`src/rtl/render_scheduler_if.sv`:
```
// Rectangle draw-engine bus: render_scheduler drives the descriptor and handshake (master),
// the draw engine answers with draw_done (slave).
interface render_scheduler_if;
    logic [7:0] draw_x;
    logic [6:0] draw_y;
    logic [4:0] draw_w;
    logic [4:0] draw_h;
    logic [2:0] draw_c;
    logic       draw_load;
    logic       draw_en;
    logic       draw_done;

    modport master (
        output draw_x, draw_y, draw_w, draw_h, draw_c, draw_load, draw_en,
        input  draw_done
    );

    modport slave (
        input  draw_x, draw_y, draw_w, draw_h, draw_c, draw_load, draw_en,
        output draw_done
    );
endinterface

```
`src/rtl/render_scheduler.sv`:
```
// Frame sequencer: walks the object table on frame_tick and feeds drawable slots to the draw engine.
// Optional erase pass of each slot's previous rectangle is enabled by defining ERASE_PASS_EN.
module render_scheduler #(
    parameter int         NUM_OBJ   = 8,
    parameter int         IDX_W     = 3,
    parameter logic [2:0] BG_COLOUR = 3'b000
) (
    input  logic                 clk,
    input  logic                 reset,
    input  logic                 frame_tick,
    output logic [IDX_W-1:0]     obj_idx,
    input  logic                 obj_valid,
    input  logic [7:0]           obj_x,
    input  logic [6:0]           obj_y,
    input  logic [4:0]           obj_w,
    input  logic [4:0]           obj_h,
    input  logic [2:0]           obj_c,
    render_scheduler_if.master   draw,
    output logic                 busy,
    output logic                 frame_done,
    output logic                 overrun
);
    localparam logic [2:0] S_IDLE    = 3'd0;
    localparam logic [2:0] S_SCAN    = 3'd1;
    localparam logic [2:0] S_LOAD    = 3'd2;
    localparam logic [2:0] S_DRAW    = 3'd3;
    localparam logic [2:0] S_RELEASE = 3'd4;
    localparam logic [2:0] S_FINISH  = 3'd5;
    localparam logic [IDX_W-1:0] LAST_SLOT = IDX_W'(NUM_OBJ - 1);

    logic [2:0]       state_r, state_s;
    logic [IDX_W-1:0] slot_r, slot_s;
    logic             drawable_s, latch_obj_s, latch_erase_s, erase_req_s, erase_phase_s;
    logic [7:0]       erase_x_s;
    logic [6:0]       erase_y_s;
    logic [4:0]       erase_w_s, erase_h_s;
    logic [7:0]       x_r;
    logic [6:0]       y_r;
    logic [4:0]       w_r, h_r;
    logic [2:0]       c_r;
    logic             load_r, en_r, busy_r, done_r, overrun_r;

    assign drawable_s = obj_valid && (obj_w != 5'd0) && (obj_h != 5'd0);

`ifdef ERASE_PASS_EN
    logic [7:0]         prev_x_r [NUM_OBJ];
    logic [6:0]         prev_y_r [NUM_OBJ];
    logic [4:0]         prev_w_r [NUM_OBJ];
    logic [4:0]         prev_h_r [NUM_OBJ];
    logic [NUM_OBJ-1:0] prev_drawn_r;
    logic               erased_r, erase_phase_r;

    // erased_r marks that the current slot's erase already ran, so the revisit goes to the draw phase
    assign erase_req_s   = prev_drawn_r[slot_r] && !erased_r;
    assign erase_phase_s = erase_phase_r;
    assign erase_x_s     = prev_x_r[slot_r];
    assign erase_y_s     = prev_y_r[slot_r];
    assign erase_w_s     = prev_w_r[slot_r];
    assign erase_h_s     = prev_h_r[slot_r];

    // Previous-geometry table and erase-phase tracking
    always_ff @(posedge clk or posedge reset) begin
        if (reset) begin
            prev_drawn_r  <= {NUM_OBJ{1'b0}};
            erased_r      <= 1'b0;
            erase_phase_r <= 1'b0;
            for (int i = 0; i < NUM_OBJ; i++) begin
                prev_x_r[i] <= 8'd0;
                prev_y_r[i] <= 7'd0;
                prev_w_r[i] <= 5'd0;
                prev_h_r[i] <= 5'd0;
            end
        end else begin
            if (latch_erase_s) begin
                erase_phase_r <= 1'b1;
            end else if (state_r == S_RELEASE) begin
                erase_phase_r <= 1'b0;
            end else begin
                erase_phase_r <= erase_phase_r;
            end
            if ((state_r == S_RELEASE) && erase_phase_r) begin
                erased_r <= 1'b1;
            end else if ((state_r == S_SCAN) && !erase_req_s) begin
                erased_r <= 1'b0;
            end else begin
                erased_r <= erased_r;
            end
            if ((state_r == S_SCAN) && !erase_req_s) begin
                if (drawable_s) begin
                    prev_x_r[slot_r]     <= obj_x;
                    prev_y_r[slot_r]     <= obj_y;
                    prev_w_r[slot_r]     <= obj_w;
                    prev_h_r[slot_r]     <= obj_h;
                    prev_drawn_r[slot_r] <= 1'b1;
                end else begin
                    prev_drawn_r[slot_r] <= 1'b0;
                end
            end
        end
    end
`else
    assign erase_req_s   = 1'b0;
    assign erase_phase_s = 1'b0;
    assign erase_x_s     = 8'd0;
    assign erase_y_s     = 7'd0;
    assign erase_w_s     = 5'd0;
    assign erase_h_s     = 5'd0;
`endif

    // Next-state and slot sequencing
    always_comb begin
        state_s       = state_r;
        slot_s        = slot_r;
        latch_obj_s   = 1'b0;
        latch_erase_s = 1'b0;
        case (state_r)
            S_IDLE: begin
                if (frame_tick) begin
                    slot_s  = {IDX_W{1'b0}};
                    state_s = S_SCAN;
                end else begin
                    state_s = S_IDLE;
                end
            end
            S_SCAN: begin
                if (erase_req_s) begin
                    latch_erase_s = 1'b1;
                    state_s       = S_LOAD;
                end else if (drawable_s) begin
                    latch_obj_s = 1'b1;
                    state_s     = S_LOAD;
                end else if (slot_r == LAST_SLOT) begin
                    state_s = S_FINISH;
                end else begin
                    slot_s = slot_r + IDX_W'(1);
                end
            end
            S_LOAD: begin
                state_s = S_DRAW;
            end
            S_DRAW: begin
                if (draw.draw_done) begin
                    state_s = S_RELEASE;
                end else begin
                    state_s = S_DRAW;
                end
            end
            S_RELEASE: begin
                if (erase_phase_s) begin
                    state_s = S_SCAN;
                end else if (slot_r == LAST_SLOT) begin
                    state_s = S_FINISH;
                end else begin
                    slot_s  = slot_r + IDX_W'(1);
                    state_s = S_SCAN;
                end
            end
            S_FINISH: begin
                state_s = S_IDLE;
            end
            default: begin
                state_s = S_IDLE;
                slot_s  = {IDX_W{1'b0}};
            end
        endcase
    end

    // State, registered handshake outputs and descriptor latch
    always_ff @(posedge clk or posedge reset) begin
        if (reset) begin
            state_r   <= S_IDLE;
            slot_r    <= {IDX_W{1'b0}};
            load_r    <= 1'b0;
            en_r      <= 1'b0;
            busy_r    <= 1'b0;
            done_r    <= 1'b0;
            overrun_r <= 1'b0;
            x_r       <= 8'd0;
            y_r       <= 7'd0;
            w_r       <= 5'd0;
            h_r       <= 5'd0;
            c_r       <= 3'd0;
        end else begin
            state_r   <= state_s;
            slot_r    <= slot_s;
            load_r    <= (state_s == S_LOAD);
            en_r      <= (state_s == S_DRAW);
            busy_r    <= (state_s != S_IDLE);
            done_r    <= (state_s == S_FINISH);
            overrun_r <= overrun_r || (frame_tick && (state_r != S_IDLE));
            if (latch_obj_s) begin
                x_r <= obj_x;
                y_r <= obj_y;
                w_r <= obj_w;
                h_r <= obj_h;
                c_r <= obj_c;
            end else if (latch_erase_s) begin
                x_r <= erase_x_s;
                y_r <= erase_y_s;
                w_r <= erase_w_s;
                h_r <= erase_h_s;
                c_r <= BG_COLOUR;
            end else begin
                x_r <= x_r;
                y_r <= y_r;
                w_r <= w_r;
                h_r <= h_r;
                c_r <= c_r;
            end
        end
    end

    assign obj_idx        = slot_r;
    assign draw.draw_x    = x_r;
    assign draw.draw_y    = y_r;
    assign draw.draw_w    = w_r;
    assign draw.draw_h    = h_r;
    assign draw.draw_c    = c_r;
    assign draw.draw_load = load_r;
    assign draw.draw_en   = en_r;
    assign busy           = busy_r;
    assign frame_done     = done_r;
    assign overrun        = overrun_r;
endmodule
```
`src/flat_wrapper.sv`:
```
// flat-port wrapper written by rule: the top's interface ports become plain ports
module render_scheduler_flat 
#(
    parameter int         NUM_OBJ   = 8,
    parameter int         IDX_W     = 3,
    parameter logic [2:0] BG_COLOUR = 3'b000
)
  (clk, reset, frame_tick, obj_idx, obj_valid, obj_x, obj_y, obj_w, obj_h, obj_c, busy, frame_done, overrun, draw_draw_x, draw_draw_y, draw_draw_w, draw_draw_h, draw_draw_c, draw_draw_load, draw_draw_en, draw_draw_done);
  render_scheduler_if draw_i ();
  input  logic clk;
  input  logic reset;
  input  logic frame_tick;
  output logic [IDX_W-1:0] obj_idx;
  input  logic obj_valid;
  input  logic [7:0] obj_x;
  input  logic [6:0] obj_y;
  input  logic [4:0] obj_w;
  input  logic [4:0] obj_h;
  input  logic [2:0] obj_c;
  output logic busy;
  output logic frame_done;
  output logic overrun;
  output wire logic [$bits(draw_i.draw_x)-1:0] draw_draw_x;
  output wire logic [$bits(draw_i.draw_y)-1:0] draw_draw_y;
  output wire logic [$bits(draw_i.draw_w)-1:0] draw_draw_w;
  output wire logic [$bits(draw_i.draw_h)-1:0] draw_draw_h;
  output wire logic [$bits(draw_i.draw_c)-1:0] draw_draw_c;
  output wire logic [$bits(draw_i.draw_load)-1:0] draw_draw_load;
  output wire logic [$bits(draw_i.draw_en)-1:0] draw_draw_en;
  input wire logic [$bits(draw_i.draw_done)-1:0] draw_draw_done;
  assign draw_draw_x = draw_i.draw_x;
  assign draw_draw_y = draw_i.draw_y;
  assign draw_draw_w = draw_i.draw_w;
  assign draw_draw_h = draw_i.draw_h;
  assign draw_draw_c = draw_i.draw_c;
  assign draw_draw_load = draw_i.draw_load;
  assign draw_draw_en = draw_i.draw_en;
  assign draw_i.draw_done = draw_draw_done;
  render_scheduler #(.NUM_OBJ(NUM_OBJ), .IDX_W(IDX_W), .BG_COLOUR(BG_COLOUR)) u_core (.clk(clk), .reset(reset), .frame_tick(frame_tick), .obj_idx(obj_idx), .obj_valid(obj_valid), .obj_x(obj_x), .obj_y(obj_y), .obj_w(obj_w), .obj_h(obj_h), .obj_c(obj_c), .draw(draw_i), .busy(busy), .frame_done(frame_done), .overrun(overrun));
endmodule
```
`config.mk`:
```
export PLATFORM = sky130hd
export DESIGN_NAME = render_scheduler_flat
export DESIGN_NICKNAME = d
export VERILOG_FILES = /design/src/rtl/render_scheduler_if.sv /design/src/rtl/render_scheduler.sv /design/src/flat_wrapper.sv
export SDC_FILE = /design/constraint.sdc
export NUM_CORES = 1
export LEC_CHECK = 0
export CAP_MARGIN = 20
export CORE_UTILIZATION = 45
export DETAILED_ROUTE_END_ITERATION = 16
export MAX_ROUTING_LAYER = met4
export PLACE_DENSITY = 0.86
export SYNTH_ARGS = -nofsm -noshare
export SYNTH_HDL_FRONTEND = slang
export SYNTH_SLANG_ARGS = --single-unit
```
`constraint.sdc`:
```
create_clock -name clk -period 3.3 [get_ports clk]
set_input_delay 0.66 -clock clk [delete_from_list [all_inputs] [get_ports clk]]
set_output_delay 0.66 -clock clk [all_outputs]
set_load 0.01 [all_outputs]
```
==> metrics.txt <==
status finished clean; Mapped Area 1740 um^2; met1 global-route usage 0.237; worst-path maximum fanout 22; Layout Skew 0.00657 ns; cell family with most CP delay simple AND/OR/NAND/NOR gates; post-cts sizing count 0; critical path buffer and inverter count 2; die width between 60 and 70 um; distinct cell type count after synthesis 29; port buffer count 68; initial antenna violation count 0; CTS tree done; die extent in y 64.2 um; Hold Vio Cnt, Final 0; mux cell area share after synthesis 0.260; Core Area 3690 um^2; setup TNS 0 ns; vias per cell 5.03; Ant. Diodes 0; sequential-to-total area share from yosys stat 0.561; max-cap viol count 0; Gate Count Post-Synth around 120; Syn Area/Cell ~15 um^2; Compound-Gate Fraction of Synth Area 0.0576; I/O pin count a little under 70; Slew Limit Fails 0; Worst-path clk slew 0.08 ns; Core Util, Final 0.700; maximum VDD drop ~470 uV; slowest stage cell, crit path or4_1; register cell area after layout 976 um^2; Routed WL around 3700 um; postcts setup bufs 0; data required time at the worst endpoint 3.48 ns; Starting DRT DRC Count 47; fmax 426 MHz; CTS Buf Count 5; HPWL after DPL around 2700 um; first-pass GRT wire length about 6000 um; startpoint types primary input; Tot Pwr 0.00241 W; main combinational cell family by area after synthesis multiplexers; clk buf depth 2; clock net sink count 39; P per Cell Area 935 nW/um^2; area share of xor/xnor cells in the synthesized design 0; Via Count ~1,200; NumNets Final about 220; Min Clock Period, post-route 2.35 ns; Global Route Usage Sum 0.194; largest net degree at the start of global routing 40; Seq cells post-synth 39; grt met2 use 0.309; grt met3 use 0.0518; WL/cell 15.6 um; vias in the first global route approximately 1,200; Area after DPL 2450 um^2; routability cong. 0.818; Tightest Hold Check Type reg -> reg; initial core utilization 0.472; Leak between 1 and 1.5 nW; Critical Path Max Stage Delay 0.58 ns; crit-path cells clkdlybuf4s50_1, or4_1, o21ai_2, nor2_4, buf_12, mux2_4; CP arrival 2.52 ns; max_slew headroom 0.684; H-tree Lvls 2; Post-DRT Antenna Nets 0; Post-synth EDFFs 0; gr ovfl total 0; Post-route DRC 0; Fillers approximately 270; ys flop type dfrtp_1; YS warnings 0; unrepaired setup endpoints after global routing no; fraction of registers with async set/reset 1.00; Setup Viol. Count Final 0; Hold WS 0.472 ns; kind of critical path in -> reg; Worst-Skew Late Latency between 0.2 and 0.3 ns; layout cells sized above 1 0.237; Site Rows 22; element type at the critical path end register; post-synthesis adder-cell area fraction 0.0144; area of the multi-input gates 712 um^2; die area a little over 4000 um^2; Top Usage Layer GRT met2; area delta synth->final 48.6%; Slew @ Worst Pin 0.473 ns; clock root buffer master clkbuf_8; Syn Nets 152; period utilization 0.711; design area around 2600 um^2; hold_buf cts 0; Synth Area in Simple Gates 0.0748; Pre-Repair DR Iteration Count 4
## flip-flops by register name, indices dropped and copies added, names as in the netlist
signal                 count
u_core.draw.draw_w         5
u_core.frame_done          1
u_core.overrun             1
u_core.draw.draw_en        1
u_core.draw.draw_y         7
u_core.draw.draw_load      1
u_core.draw.draw_x         8
u_core.obj_idx             3
u_core.state_r             3
u_core.draw.draw_c         3
u_core.draw.draw_h         5
u_core.busy                1
## path summary, 6_finish.rpt
check	startpoint	cells after the start	slack, ns	to
worst max-delay path	obj_h[3]	6	0.95	u_core.draw.draw_w[0]
worst min-delay path	u_core.overrun	1	0.47	u_core.overrun
worst max register to register	u_core.state_r[0]	5	1.40	u_core.draw.draw_w[0]
worst min register to register	u_core.overrun	1	0.47	u_core.overrun
max in group asynchronous	reset	3	2.18	u_core.obj_idx[0]
min in group asynchronous	reset	3	0.79	u_core.draw.draw_h[2]
## where the power goes
part	leakage [nW]	internal [W]	switching, W
logic	0.599	0.000759	0.000406
clock network	0.0581	0.000225	0.000168
registers	0.466	0.000698	0.000159
total	1.12	0.00168	0.000733
## routing by layer
layer / share of wire / wire length [um]
met4: 0.031 / 114
met3: 0.063 / 233
met1: 0.45 / 1670
met2: 0.46 / 1690
met5: 0 / 0
## cell usage in the layout, fill, tap and decap left out
cell / count
clkdlybuf4s50_1: 68
dfrtp_1: 39
mux2_4: 28
clkbuf_8: 5
nor2_1: 4
nand2_1: 4
inv_1: 4
nand2b_1: 4
o21ai_0: 3
nor2b_1: 3
or2_2: 2
a21oi_1: 2
mux2i_1: 2
ha_1: 2
or4_4: 1
o21ai_4: 1
or4_1: 1
nor3b_1: 1
o21ai_2: 1
nor2_4: 1
o31ai_1: 1
nor3_1: 1
a21boi_1: 1
a211oi_1: 1
or2_1: 1
o21ai_1: 1
o211ai_1: 1
a2bb2oi_2: 1
mux2_1: 1
clkinv_4: 1
bufinv_16: 1
clkinv_2: 1
buf_12: 1
buf_4: 1
## cells by family after synthesis
| group | Yosys count |
|---|---|
| simple gates | 23 |
| compound gates | 13 |
| fa+ha+maj | 2 |
| mux | 31 |
| flops | 39 |
| buf+inv | 9 |
## per-stage QoR
step	setup slack, ns	std cells
after global routing	0.909	238
final	0.955	238
after detailed placement	0.494	229
after CTS	0.811	237
after floorplan	1.25	117
after global placement	0.612	229
## synthesized netlist by cell type (all sizes together), types with 2 or more instances
cell type / number / share of area
inv: 4 / 0.0086
dfrtp: 39 / 0.56
or2: 3 / 0.011
ha: 2 / 0.014
nor2: 5 / 0.012
clkbuf: 2 / 0.0043
nor2b: 3 / 0.011
a21oi: 2 / 0.0058
buf: 3 / 0.019
mux2: 29 / 0.25
nand2b: 4 / 0.014
or4: 2 / 0.011
o21ai: 6 / 0.026
nand2: 4 / 0.0086
mux2i: 2 / 0.012
## final cells by class
class                   instances  share of cell area
inverters                       4             0.00581
flip-flops and latches         39               0.378
well taps                      48              0.0232
clock buffers                   5              0.0266
multi-input cells              69               0.276
clock inverters                 3              0.0169
repair buffers                 70               0.274
Power figures use the tool's default switching activity.
